--- src/rtl/decrypt_round_sequencer.sv ---
// Round sequencer for an iterative AES-128 inverse cipher: walks the key
// schedule 10..0 and launches an external round datapath once per round.
// Ports:
//   clk, rst              - clock, async active-high reset
//   start, abort          - begin a block (IDLE only) / cancel in flight
//   ciphertext            - input block, sampled on the accepting edge
//   key_idx, round_key    - key store request and its combinational data
//   rnd_valid, rnd_mode   - datapath launch strobe and round type
//   rnd_state_out/rnd_key - state and key presented to the datapath
//   rnd_state_in          - datapath result, ROUND_LAT cycles after launch
//   busy, done, plaintext - status, completion pulse, held result
module decrypt_round_sequencer #(
  parameter int ROUND_LAT = 1
) (
  input  logic         clk,
  input  logic         rst,
  input  logic         start,
  input  logic         abort,
  input  logic [127:0] ciphertext,
  output logic [3:0]   key_idx,
  input  logic [127:0] round_key,
  output logic         rnd_valid,
  output logic [1:0]   rnd_mode,
  output logic [127:0] rnd_state_out,
  output logic [127:0] rnd_key,
  input  logic [127:0] rnd_state_in,
  output logic         busy,
  output logic         done,
  output logic [127:0] plaintext
);

  typedef enum logic [1:0] {
    IDLE  = 2'd0,
    ISSUE = 2'd1,
    WAIT  = 2'd2,
    DONE  = 2'd3
  } state_e;

  localparam logic [1:0] MODE_INIT  = 2'b00;
  localparam logic [1:0] MODE_MID   = 2'b01;
  localparam logic [1:0] MODE_FINAL = 2'b10;

  localparam logic [3:0] LAST_ROUND = 4'd10;
  localparam logic [1:0] LAT_LAST   = 2'(ROUND_LAT - 1);

  state_e       state_q, state_d;
  logic [3:0]   round_q, round_d;
  logic [1:0]   lat_q, lat_d;
  logic [127:0] st_q, st_d;
  logic [127:0] pt_q, pt_d;

  always_comb begin
    state_d = state_q;
    round_d = round_q;
    lat_d   = lat_q;
    st_d    = st_q;
    pt_d    = pt_q;
    unique case (state_q)
      IDLE: begin
        // start beats a simultaneous abort; abort is meaningless here
        if (start) begin
          state_d = ISSUE;
          st_d    = ciphertext;
          round_d = 4'd0;
        end
      end
      ISSUE: begin
        if (abort) begin
          state_d = IDLE;
        end else begin
          state_d = WAIT;
          lat_d   = 2'd0;
        end
      end
      WAIT: begin
        // an abort drops the outstanding result on the floor
        if (abort) begin
          state_d = IDLE;
        end else if (lat_q == LAT_LAST) begin
          if (round_q == LAST_ROUND) begin
            pt_d    = rnd_state_in;
            state_d = DONE;
          end else begin
            st_d    = rnd_state_in;
            round_d = round_q + 4'd1;
            state_d = ISSUE;
          end
        end else begin
          lat_d = lat_q + 2'd1;
        end
      end
      DONE: begin
        state_d = IDLE;
      end
      default: begin
        state_d = IDLE;
      end
    endcase
  end

  always_ff @(posedge clk or posedge rst) begin
    if (rst) begin
      state_q <= IDLE;
      round_q <= 4'd0;
      lat_q   <= 2'd0;
      st_q    <= '0;
      pt_q    <= '0;
    end else begin
      state_q <= state_d;
      round_q <= round_d;
      lat_q   <= lat_d;
      st_q    <= st_d;
      pt_q    <= pt_d;
    end
  end

  logic active;
  assign active = (state_q == ISSUE) || (state_q == WAIT);

  always_comb begin
    rnd_mode = MODE_MID;
    unique case (1'b1)
      (round_q == 4'd0):       rnd_mode = MODE_INIT;
      (round_q == LAST_ROUND): rnd_mode = MODE_FINAL;
      default:                 rnd_mode = MODE_MID;
    endcase
  end

  // key schedule is consumed in reverse for decryption
  assign key_idx       = active ? (LAST_ROUND - round_q) : 4'd0;
  assign rnd_valid     = (state_q == ISSUE);
  assign busy          = (state_q != IDLE);
  assign done          = (state_q == DONE);
  assign rnd_state_out = st_q;
  assign rnd_key       = round_key;
  assign plaintext     = pt_q;

endmodule

--- config.mk ---
export PLATFORM = sky130hd
export DESIGN_NAME = decrypt_round_sequencer
export DESIGN_NICKNAME = d
export VERILOG_FILES = /design/src/rtl/decrypt_round_sequencer.sv
export SDC_FILE = /design/constraint.sdc
export NUM_CORES = 1
export LEC_CHECK = 0
export BUFFER_PORTS_ARGS = -buffer_cell sky130_fd_sc_hd__buf_2
export CAP_MARGIN = 20
export CORE_AREA = 2 2 305 307
export CTS_BUF_LIST = sky130_fd_sc_hd__clkbuf_2
export DETAILED_ROUTE_END_ITERATION = 16
export DIE_AREA = 0 0 307 309
export PLACE_DENSITY_LB_ADDON = 0.12
export RECOVER_POWER = 25
export REMOVE_ABC_BUFFERS = 1
export SYNTH_ARGS = -nofsm -noshare
export SYNTH_HDL_FRONTEND = slang
export SYNTH_SLANG_ARGS = --single-unit
--- constraint.sdc ---
create_clock -name clk -period 9.3 [get_ports clk]
set_input_delay 0.465 -clock clk [delete_from_list [all_inputs] [get_ports clk]]
set_output_delay 0.465 -clock clk [all_outputs]
set_load 0.1 [all_outputs]
* Word-level counts from Yosys, hierarchy flattened *
Index checks and enable logic that the tools add are counted.

storage, ports and cells
  word-level logic and storage cells = 53
  register bits = 264
  bits of input ports = 388
  output and inout port bits = 393

operators by class
  add/sub/neg operators = 3
  muxes and demuxes = 22
  eq/ne operators = 11
  reduce and logical (&&, ||, !) cells = 11
  bitwise logic cells = 1

operators by type and width
  cell                 number
  $mux 128             4
  $pmux 128 s2         1
  $mux 4               5
  $mux 2               8
  $ne 2x2->1 const B   6
  $pmux 2 s2           2
  $pmux 2 s4           1
  $pmux 4 s2           1
  $reduce_and 4->1     2
  $reduce_bool 2->1    3
  $reduce_and 5->1     1
  $add 4x1->4 const B  1
  $eq 2x2->1 const B   2
  $eq 4x4->1 const B   1
  $logic_not 2->1      2
  $logic_not 4->1      1
  $sub 4x4->4 const A  1
  $ne 3x3->1 const B   1
  $add 2x1->2 const B  1
  $eq 2x1->1 const B   1
  $reduce_and 2->1     1
  $logic_or 1x1->1     1
  $not 1->1            1

* Longest topological paths before layout *
  depth after elaboration = 5
  mapped depth = 9
  depth with buffers taken out = 7

* Least setup slack after synthesis *
OpenSTA, ideal clock, no wires.

  path type = reg2out
  from = register round_q[0]
  to = output port key_idx[1]
  data required time = 8.835 ns
  stages on the path, launching flop included = 4
  slack = 6.701 ns
  buffers on the path = 0
  arrival time = 2.134 ns
  cell sequence = dfrtp_1 > inv_1 > ha_1 > nor2b_1

between the ends
  cells in the longest elaborated chain, start to end = 2

RTL lines
  element                   RTL line  text
  start: declaration        47        logic [3:0] round_q, round_d;
  start signal: assignment  110       round_q <= round_d;
  $sub 4x4->4               130       assign key_idx = active ? (LAST_ROUND - round_q) : 4'd0;
  $mux 4                    130
  end: declaration          20        output logic [3:0] key_idx,

Every way passes these cells.

* Final worst setup path *
  from = register state_q[0]
  to = register st_q[65] (netlist: rnd_state_out[65])

between the ends
  cells in the longest elaborated chain, start to end = 3
  elaborated cells between the ends (all ways) = 9
  those cells by class = eq/ne (5); mux (1); reduce/logical (3)

RTL lines
  element                                                                  RTL line  text
  start: declaration                                                       46        state_e state_q, state_d;
  start signal: assignment                                                 109       state_q <= state_d;
  $eq 2x2->1 / $logic_not 2->1 (equally long branches)                     58        unique case (state_q)
  $ne 2x2->1 (no source line) / $reduce_bool 2->1 (equally long branches)  n/a
  $reduce_and 5->1 (no source line)                                        n/a
  end signal: assignment                                                   112       st_q <= st_d;
  end: declaration                                                         49        logic [127:0] st_q, st_d;

Several ways; a longest one is shown, not always the timed one.
A chain may end at the register's enable or synchronous reset.

==> flow_metrics.env <==
export IMPL_cts_buffers=90
export IMPL_core_area_um2=91390
export IMPL_path_class="reg2reg"
export IMPL_hold_path_class="in2reg"
export IMPL_drt_initial_drc_count=815
export IMPL_clkLatencyLatePin_ns=1.20
export IMPL_synth_seq_cells=264
export IMPL_violations="capacitance limit, slew limit"
export IMPL_ant_nets=0
export IMPL_clock_sinks=264
export IMPL_ctsResizeCount=0
export IMPL_port_buffers=524
export IMPL_yosysWarnings=0
export IMPL_ios=781
export IMPL_arrival_ns=5.58
export IMPL_synth_avg_cell_area_um2=11.02
export IMPL_die_area_um2=94860
export IMPL_status="finished with violations"
export IMPL_max_freq_mhz=222.7
export IMPL_setup_violations=0
export IMPL_critPathCaptureType="register"
export IMPL_finalHoldViolCount=0
export IMPL_grt_pass1_wl_um=114300
export IMPL_drv_slew=79
export IMPL_initial_core_util_pct=13.55
export IMPL_met3WireLength_um=17370
export IMPL_htree_levels=3
export IMPL_nets=2460
export IMPL_dr_max_layer_used="met5"
export IMPL_hp_start="ciphertext[38]"
export IMPL_synth_edf_count=0
export IMPL_critical_path_cell_chain="inv_1, ha_4, buf_4, clkinv_2, buf_4, nor3_1, o21ai_0, dlygate4sd3_1, o21a_1, dlygate4sd3_1"
export IMPL_area_growth_pct=71.72
export IMPL_vias=13580
export IMPL_wl_met1_um=32220
export IMPL_start_kind="register"
export IMPL_synth_ff_type="dfrtp_1"
export IMPL_die_x_um=307
export IMPL_dpl_cell_area_um2=15320
export IMPL_power_mw=7.368
export IMPL_mappedNetlistArea_um2=12380
export IMPL_timing_final_crit_share_pct=48.28
export IMPL_cts_clk_slew_worst_paths_ns=0.10
export IMPL_regToRegSetupSlack_ns=4.81
export IMPL_rsz0062_at_grt="false"
export IMPL_fin_area_um2=21260
export IMPL_crit_slowest_cell="dlygate4sd3_1"
export IMPL_reg2reg_from="state_q[0]"
export IMPL_period_minus_slack_ns=4.490
export IMPL_wl_met2_um=32540
export IMPL_grtUsageTotal_pct=17.44
export IMPL_pwr_density_cell_nw_per_um2=346.5
export IMPL_synth_top_area_share_pct=53.35
export IMPL_drv_cap=1
export IMPL_async_flop_share_pct=100.0
export IMPL_postSynthCellCount=1124
export IMPL_vdd_drop_max_uv=206.7
export IMPL_rows=111
export IMPL_grt_pass1_vias=14000
export IMPL_routed_wl_um=85170
export IMPL_p_leak_nw=9.617
export IMPL_ys_top_cells_by_area="dfrtp_1 (53%), mux2_2 (12%), buf_4 (7.8%)"
export IMPL_critPathMaxFanout=43
export IMPL_critPathBufInv=6
export IMPL_cpPeakStageDelay_ns=0.60
export IMPL_whs_ns=0.2540
export IMPL_place_congestion=0.8342
export IMPL_gr_total_overflow=0
export IMPL_drtPass1Iterations=5
export IMPL_r2r_cells=10
export IMPL_worst_pin_slew_ns=4.294
export IMPL_dp_hpwl_um=60630
export IMPL_critPathTopFamily="buffers and inverters"
export IMPL_worst_ep_required_time_ns=10.39
export IMPL_ys_seq_area_share_pct=53.35
export IMPL_wire_per_inst_um=25.65
export IMPL_drive_gt1_share_pct=38.09
export IMPL_die_h_um=309
export IMPL_clock_path_buffers=3
export IMPL_skew_ns=0.1101
export IMPL_antenna_found_initial=6
export IMPL_finalNonFillerCells=3320
export IMPL_setup_tns_final_ns=0
export IMPL_fin_util_pct=23.27
export IMPL_mostFrequentLayoutCells="buf_2 (524), dlygate4sd3_1 (514), dfrtp_1 (264)"
export IMPL_synth_top_cell_by_area="dfrtp_1"
export IMPL_dpl_cell_count=2641
export IMPL_path_depth=10
export IMPL_dp_slack_ns=5.356
export IMPL_maxSlewHeadroom_pct=-186.2
export IMPL_yosysUniqueCellTypes=34
export IMPL_cts_tree="built"
export IMPL_crit_path_start="state_q[0]"
export IMPL_grt_max_degree=123
export IMPL_drc=0
export IMPL_final_common_cell="buf_2"
export IMPL_root_buffer="clkbuf_2"
export IMPL_setup_slack_ns=4.810
export IMPL_min_path_cells=5
export IMPL_vias_per_cell=4.090
-- logic make-up (layout without fill, tap and decap cells) --
kind of cell    count (synthesis)  in the layout  share of synthesized area [%]
other cells                     0              5                              0
xor+xnor                        2              2                         0.1415
simple gates                  164            164                          6.053
compound gates                332            332                          16.36
mux                           129            129                          11.72
buf+inv                       222           1227                          11.26
fa+ha+maj                      11             11                          1.112
flops                         264            264                          53.35
-- registers in the layout, summed over array words and instances (netlist names) --
| register | cells |
|---|---|
| lat_q | 2 |
| plaintext | 128 |
| rnd_state_out | 128 |
| round_q | 4 |
| state_q | 2 |
-- layout make-up --
type | instances | area, um^2
clock buffers | 126 | 630.6
clock inverters | 34 | 158.9
fillers | 10100 | 70120
diodes | 5 | 12.51
inverters | 11 | 45.04
repair buffers | 1056 | 7915
well taps | 1186 | 1484
flip-flops and latches | 264 | 6606
multi-input cells | 638 | 4409
-- repair_timing --
action / 4_1_cts / 5_1_grt
endpoints found under the hold margin: 432 / 0
hold buffers: 514 / 0
setup endpoints to repair: 0 / 0
setup buffers: 0 / 0
-- per-layer routing --
| layer | global-route usage [%] | vias to the layer above |
|---|---|---|
| li1 | - | 5846 |
| met5 | 10.92 | - |
| met1 | 18.51 | 6619 |
| met3 | 17.67 | 138 |
| met4 | 4.118 | 22 |
| met2 | 22.80 | 954 |
-- report_power, final --
| group | switching, mW | total, mW | internal [mW] |
|---|---|---|---|
| registers | 0.196 | 1.68 | 1.48 |
| clock network | 0.628 | 1.02 | 0.394 |
| logic | 3.68 | 4.67 | 0.992 |
| total | 4.50 | 7.37 | 2.87 |
-- path summary, 6_finish.rpt --
| path | endpoint |
|---|---|
| setup / recovery | rnd_state_out[65] |
| hold / removal | rnd_state_out[38] |
| setup reg to reg | rnd_state_out[65] |
| hold reg to reg | rnd_state_out[46] |
| max in group asynchronous | state_q[1] |
| min in group asynchronous | plaintext[16] |
-- Yosys cell counts, types with 5 or more instances --
cell type and instances:
o21ai_0 75, nand2_1 5, clkbuf_1 49, o22ai_1 119, buf_2 19, buf_4 129
ha_1 11, buf_6 7, nor2_1 69, o21a_1 68, inv_1 9, buf_1 7
a21oi_1 63, dfrtp_1 264, mux2_2 128, nand3_1 5, nor3_1 71
-- worst register-to-register path, cell delays in order (launching register included) --
cell           delay, ns
dfrtp_1             0.41
inv_1               0.19
ha_4                0.54
buf_4               0.61
clkinv_2            0.44
buf_4               0.37
nor3_1              0.52
o21ai_0             0.13
dlygate4sd3_1       0.60
o21a_1              0.10
dlygate4sd3_1       0.54
No activity file was read; power rests on OpenSTA's default activity.
